**src/rtl/dsm_nbit_quant.sv**
```systemverilog
// rtl/dsm_nbit_quant.sv - error-feedback delta-sigma requantiser, first/second-order NTF, overload counter
module dsm_nbit_quant #(
    parameter int DATA_W   = 16,
    parameter int OUT_BITS = 2,
    parameter int CNT_W    = 16
) (
    input  logic                       CLK,
    input  logic                       reset,
    input  logic                       in_valid,
    input  logic signed [DATA_W-1:0]   x_in,
    input  logic                       order_sel,
    input  logic                       clr_cnt,
    output logic                       out_valid,
    output logic signed [OUT_BITS-1:0] code_out,
    output logic signed [DATA_W-1:0]   y_out,
    output logic                       ovl,
    output logic [CNT_W-1:0]           ovl_cnt
);

    localparam int IW = DATA_W + 3;
    localparam int SH = DATA_W - OUT_BITS;

    localparam logic signed [IW-1:0] STEP   = IW'(2 ** SH);
    localparam logic signed [IW-1:0] HALF   = IW'(2 ** (SH - 1));
    localparam logic signed [IW-1:0] CMAX   = IW'(2 ** (OUT_BITS - 1) - 1);
    localparam logic signed [IW-1:0] CMIN   = -CMAX - IW'(1);
    localparam logic signed [IW-1:0] NSTEP  = -STEP;

    logic signed [IW-1:0]       e1_q, e2_q;
    logic signed [IW-1:0]       x_ext, u_d, c_raw, code_w, y_w, err_w, err_d;
    logic signed [OUT_BITS-1:0] code_q, code_d;
    logic signed [DATA_W-1:0]   y_q, y_d;
    logic                       ovl_q, ovl_d, out_valid_q;
    logic [CNT_W-1:0]           cnt_q;

    always_comb begin
        x_ext = {{3{x_in[DATA_W-1]}}, x_in};
        if (order_sel)
            u_d = x_ext + (e1_q <<< 1) - e2_q;
        else
            u_d = x_ext + e1_q;

        // Mid-rise quantiser: floor division by STEP, then clamp to the code range.
        c_raw = u_d >>> SH;
        if (c_raw > CMAX)
            code_w = CMAX;
        else if (c_raw < CMIN)
            code_w = CMIN;
        else
            code_w = c_raw;

        y_w   = (code_w <<< SH) + HALF;
        err_w = u_d - y_w;

        // Bounded error keeps the loop from winding up during sustained overload.
        if (err_w > STEP)
            err_d = STEP;
        else if (err_w < NSTEP)
            err_d = NSTEP;
        else
            err_d = err_w;

        code_d = code_w[OUT_BITS-1:0];
        y_d    = y_w[DATA_W-1:0];
        ovl_d  = (c_raw != code_w);
    end

    always_ff @(posedge CLK) begin
        if (reset) begin
            e1_q        <= '0;
            e2_q        <= '0;
            code_q      <= '0;
            y_q         <= '0;
            ovl_q       <= 1'b0;
            out_valid_q <= 1'b0;
            cnt_q       <= '0;
        end else begin
            out_valid_q <= in_valid;
            if (in_valid) begin
                code_q <= code_d;
                y_q    <= y_d;
                ovl_q  <= ovl_d;
                e2_q   <= e1_q;
                e1_q   <= err_d;
            end
            if (clr_cnt)
                cnt_q <= '0;
            else if (in_valid && ovl_d && (cnt_q != '1))
                cnt_q <= cnt_q + 1'b1;
        end
    end

    assign out_valid = out_valid_q;
    assign code_out  = code_q;
    assign y_out     = y_q;
    assign ovl       = ovl_q;
    assign ovl_cnt   = cnt_q;

endmodule

```
**config.mk**
```make
export PLATFORM = sky130hd
export DESIGN_NAME = dsm_nbit_quant
export DESIGN_NICKNAME = d
export VERILOG_FILES = /design/src/rtl/dsm_nbit_quant.sv
export SDC_FILE = /design/constraint.sdc
export NUM_CORES = 1
export LEC_CHECK = 0
export CORE_MARGIN = 2
export CORE_UTILIZATION = 59
export CTS_CLUSTER_DIAMETER = 50
export DETAILED_ROUTE_END_ITERATION = 16
export PLACE_DENSITY = 0.82
export SETUP_SLACK_MARGIN = 0.2
export SLEW_MARGIN = 20
export SYNTH_ARGS = -nofsm -noshare
export SYNTH_HDL_FRONTEND = slang
export SYNTH_SLANG_ARGS = --single-unit
```
**constraint.sdc**
```tcl
create_clock -name CLK -period 9.3 [get_ports CLK]
set_input_delay 1.395 -clock CLK [delete_from_list [all_inputs] [get_ports CLK]]
set_output_delay 1.395 -clock CLK [all_outputs]
set_load 0.03 [all_outputs]
```
* Yosys cells after proc, flatten, opt, wreduce, memory -nomap -nowiden
Cells that the tools add are included.
Operators by class: add/subtract/negate cells 6, order comparisons 4, equality and inequality tests 2, mux-type cells 5, reductions and logical operators 3
Operators by type and width (count):
- $mux 19 | 5
- $add 16x19->19 | 2
- $sub 19x19->19 | 2
- $add 19x15->19 const B | 1
- $gt 19x16->1 const B | 1
- $lt 19x15->1 const B | 1
- $ne 5x19->1 | 1
- $add 16x1->16 const B | 1
- $ne 16x16->1 const B | 1
- $gt 5x2->1 const B | 1
- $lt 5x2->1 const B | 1
- $logic_and 1x1->1 | 2
- $reduce_or 2->1 | 1
Word-level totals: bits in registers 74, input bits 21

* Logic depth before layout (Yosys ltp)
depth after elaboration 11, mapped depth 29, depth with buffers taken out 28

* Least setup slack after synthesis
No wires, ideal clock.
path kind input -> register, start point in x_in[1], end point reg e1_q[10], arrival 6.894 ns, required time 9.183 ns, slack 2.288 ns, stages on the path 26, buffers on the path 1, cells stage by stage fa_1 -> ha_1 -> fa_1 -> a211oi_1 -> o211ai_1 -> nand2_1 -> o2111a_1 -> o311ai_0 -> or2_2 -> inv_1 -> ha_1 -> inv_1 -> a21o_1 -> o21ai_0 -> a21oi_1 -> o21ai_0 -> ha_1 -> and2_1 -> a32o_1 -> o41ai_2 -> xnor2_1 -> or3_1 -> ha_1 -> nor2_1 -> clkbuf_1 -> a32o_1
Between the ends: longest elaborated chain between the ends 11
Ends and longest elaborated chain:
- start, declared | line 10 | input logic signed [DATA_W-1:0] x_in,
- $add 16x19->19 | line 39 | u_d = x_ext + (e1_q <<< 1) - e2_q;
- $sub 19x19->19 | line 39
- $mux 19 (*) | line 38 | if (order_sel)
- $lt 5x2->1 | line 47 | else if (c_raw < CMIN)
- $mux 19 | line 47
- $mux 19 | line 45 | if (c_raw > CMAX)
- $add 19x15->19 | line 52 | y_w = (code_w <<< SH) + HALF;
- $sub 19x19->19 (*) | line 53 | err_w = u_d - y_w;
- $lt 19x15->1 | line 58 | else if (err_w < NSTEP)
- $mux 19 | line 58
- $mux 19 (*) | line 56 | if (err_w > STEP)
- end signal, assigned | line 84 | e1_q <= err_d;
- end, declared | line 29 | logic signed [IW-1:0] e1_q, e2_q;
Every way passes the cells marked *; elsewhere a longest branch is shown, timed or not. A chain may end at the register's enable or synchronous reset.

* Final worst setup path
start point in x_in[1], end point reg e1_q[0]
Same word-level chain as after synthesis.

==> results by group <==
Placement
  – Port-buffer cells: between 40 and 50
  – Placer Congestion: 0.9736
  – Post-detail-place hpwl: 11.11 mm
  – Placed insts: approximately 850

Job
  – Max Cap Viol: 0

STA
  – RSZ-0062 raised after global routing: false
  – Period Utilization, post-route: between 80% and 90%
  – Maximum clock rate: between 100 and 150 MHz
  – Final setup viols: 0
  – Setup Skew: between 0.01 and 0.015 ns
  – Min Tclk post-route: 8.202 ns
  – Max Slew Vio Count: 0
  – Measured slew at the worst slew-check pin: between 0.9 and 1 ns
  – Final hold vios: 0
  – Headroom to the max-slew limit: 38.07%
  – Final TNS setup: 0 ns

Die
  – Row Count: 35
  – Die Wd: a little over 100 um
  – Die area: between 0.01 and 0.015 mm2
  – Starting density of the core: 60.89%
  – Core area: slightly above 0.009 mm2
  – Die height: approximately 100 um
  – IO Pins: 57

Detailed routing
  – Avg Vias per Cell: between 6 and 7
  – DRC viols: 0
  – TritonRoute pass-1 iters: 5
  – Iteration-0 DRC Markers: between 300 and 400
  – Via count: 5250
  – Routed Antenna Nets: 0
  – Detailed-route wire length per cell: ~17 um
  – Drt total wl: around 15 mm

Worst setup path
  – Critical path's top delay family: compound AO/OA/AOI/OAI gates
  – WP depth: 26
  – CP Launch Type: input pin
  – Setup CP Type: input pin to register
  – CP Buf/Inv Count: 3
  – FF-to-FF End: e1_q[0]
  – Worst Setup EP: e1_q[0]
  – Reg2reg start: e1_q[0]
  – CP max stage delay: approximately 0.64 ns
  – Crit path DAT: about 8.5 ns
  – Reg2reg path depth: 25
  – Worst R2R Setup Slack: between 2 and 2.5 ns
  – Top cell by count, worst path: ha_1
  – CP startpoint: x_in[1]
  – Critical path's slowest cell: nor2_1
  – Crit. End Element: register
  – Worst EP required: ~9.6 ns
  – Max FO, Critical Path: 11

Logic synthesis
  – Cell area after synthesis: between 0.005 and 0.006 mm2
  – Syn Area/Cell: about 8 um2
  – Cell variety after synth: between 60 and 70
  – Synth area leader: dfxtp_1
  – Post-synth top flop: dfxtp_1
  – Sequential area share after synthesis: approximately a fifth
  – Largest cells by area after synthesis: dfxtp_1, ha_1, fa_1
  – Post-synth EDFFs: 0
  – Syn Inst Count: about 700
  – Ys async rst share: 0%
  – Synth Register Bits: 59
  – Warnings, synthesis: 0
  – Top-area cell type share of the netlist area: 20.99%

Clock network
  – Max Root-Sink Buffers: 2
  – Depth of the CTS H-tree: 3
  – Clk_lat worst skew: 0.35 ns
  – CTS tree: built
  – CTS clk-pin slew, worst paths: approximately 0.090 ns
  – TritonCTS buffer count: 9
  – CTS sink count: 59
  – Cts-stage hold buffer count: 0
  – # resized after CTS: 0
  – Root Buffer: clkbuf_8
  – Post-CTS setup repair buffer count: 0

Power
  – Internal power: 0.0009552 W
  – Leakage: between 2 and 3 nW
  – Total power: 0.001990 W
  – Logic gate share of total power: between 70% and 80%
  – Reg power frac: about 16%
  – Worst vdd ir: about 0.33 mV
  – Sw frac: 52.00%
  – Pwr Density: around 320 mW/mm2
  – Psw: 0.001035 W
  – Clock power frac: between 10% and 20%

Cells and area
  – Non-Filler Instances: ~860
  – # diodes: 0
  – Fin nets: 813
  – Layout area overhead: 11.25%
  – Final core occ: between 60% and 70%
  – Fraction of layout cells with a size suffix above 1: under 10%

GRT
  – GRT Util Overall: around 29%
  – Overflow after GRT: 0
  – Number of global-route vias before repair: ~5100
  – Antenna violations before repair: 0
  – Pin count of the biggest net entering global routing: 34
  – First-pass GRT wire length: 24.03 mm

Run status
  – Status: finished clean

Hold path
  – Worst min path class: register to register
-- Yosys cell counts (all sizes together), types with 3 or more instances --
master / count
or2: 4
xor2: 16
nor3: 12
nand2: 51
nor2: 59
a21oi: 43
a31oi: 4
nand4: 9
fa: 19
nand3: 17
mux2i: 25
inv: 81
and3: 7
o41ai: 5
o211a: 5
o21bai: 3
mux2: 4
a32o: 12
o21a: 9
xnor2: 30
clkbuf: 21
dfxtp: 59
and2: 4
o21ai: 41
o31ai: 4
a21o: 14
nand2b: 9
a211oi: 10
o211ai: 9
o2111ai: 3
or3: 7
ha: 45
buf: 25
nor4: 9
-- power groups by stage --
stage	registers, W	logic (W)	clock network [W]
6_report	0.000320	0.00141	0.000263
5_1_grt	0.000323	0.00155	0.000275
4_1_cts	0.000319	0.00138	0.000265
3_5_place_dp	0.000325	0.00136	0
3_3_place_gp	0.000323	0.00133	0
2_1_floorplan	0.000325	0.00110	0
-- through the flow --
step                worst slack, ns  cell area (um2)  hold slack, ns
finish                        1.098             6260          0.4826
global route                 0.7197             6260          0.5054
CTS                           1.217             6260          0.4887
detailed placement           0.9153             6051          0.4743
global placement              1.198             6051          0.4449
floorplan                     2.288             5672          0.4604
-- worst reg2reg max path: stages, from the launching register on --
cell,delay (ns)
dfxtp_1,0.43
fa_1,0.45
ha_1,0.26
fa_1,0.43
a211oi_1,0.42
o211ai_1,0.26
nand2_1,0.17
o2111a_1,0.18
o311ai_0,0.15
or2_2,0.37
inv_1,0.09
ha_1,0.16
inv_1,0.05
a21o_1,0.16
o21ai_0,0.17
a21oi_1,0.12
o21ai_0,0.14
ha_1,0.33
and2_1,0.16
a32o_1,0.27
o41ai_2,0.25
xnor2_1,0.22
or3_1,0.42
ha_1,0.39
nor2_1,0.64
a32o_1,0.30
-- layout make-up --
type                       instances  area, um2
multi-input combinational        529       3936
fill                             774       2980
sequential                        59       1181
timing repair buffer              48      467.9
inverter                          81      304.0
tap                              129      161.4
clock buffer                       9      123.9
clock inverter                     7      85.08
-- cells in the final DEF (no fill, tap or decap), drive strengths merged, types with 12 or more instances in the layout --
cell type      synthesis  layout
inv                   81      84
nor2                  59      59
dfxtp                 59      59
nand2                 51      51
ha                    45      45
clkdlybuf4s50          0      43
a21oi                 43      43
o21ai                 41      41
xnor2                 30      30
mux2i                 25      25
fa                    19      19
nand3                 17      17
xor2                  16      16
a21o                  14      14
conb                   1      13
nor3                  12      12
a32o                  12      12
-- cells by family after synthesis --
family,count (synthesis),synth area share [%]
AO/OA/AOI/OAI,179,23.15
XOR/XNOR,46,7.160
adder cells (fa/ha/maj),64,16.77
buffers and inverters,127,9.851
flip-flops,59,20.99
multiplexers,29,5.248
other,1,0.06665
AND/OR/NAND/NOR,198,16.77
-- registers in the layout, indices dropped and copies added, names as in the netlist --
register and flops:
e1_q 19, e2_q 19, ovl_cnt 16, y_out 2, code_out 1, out_valid 1, ovl 1
-- metal layers --
layer  up-vias  global-route usage (%)  routed length, um
met4         0                   9.771                310
met5         -                       0                  0
li1       2491                       -                  -
met1      2481                   38.49               6373
met3        27                   5.383               1143
met2       251                   48.03               6780
-- worst min path at each step --
stage | end | cells after the start | startpoint | slack (ns)
after floorplan | e2_q[1] | 2 | e2_q[1] | 0.46
after global placement | y_out[13] | 2 | y_out[13] | 0.44
after detailed placement | ovl | 2 | ovl | 0.47
after CTS | y_out[13] | 2 | y_out[13] | 0.49
after global routing | ovl | 2 | ovl | 0.51
final | ovl | 2 | ovl | 0.48
No activity file was read; power rests on OpenSTA's default activity.
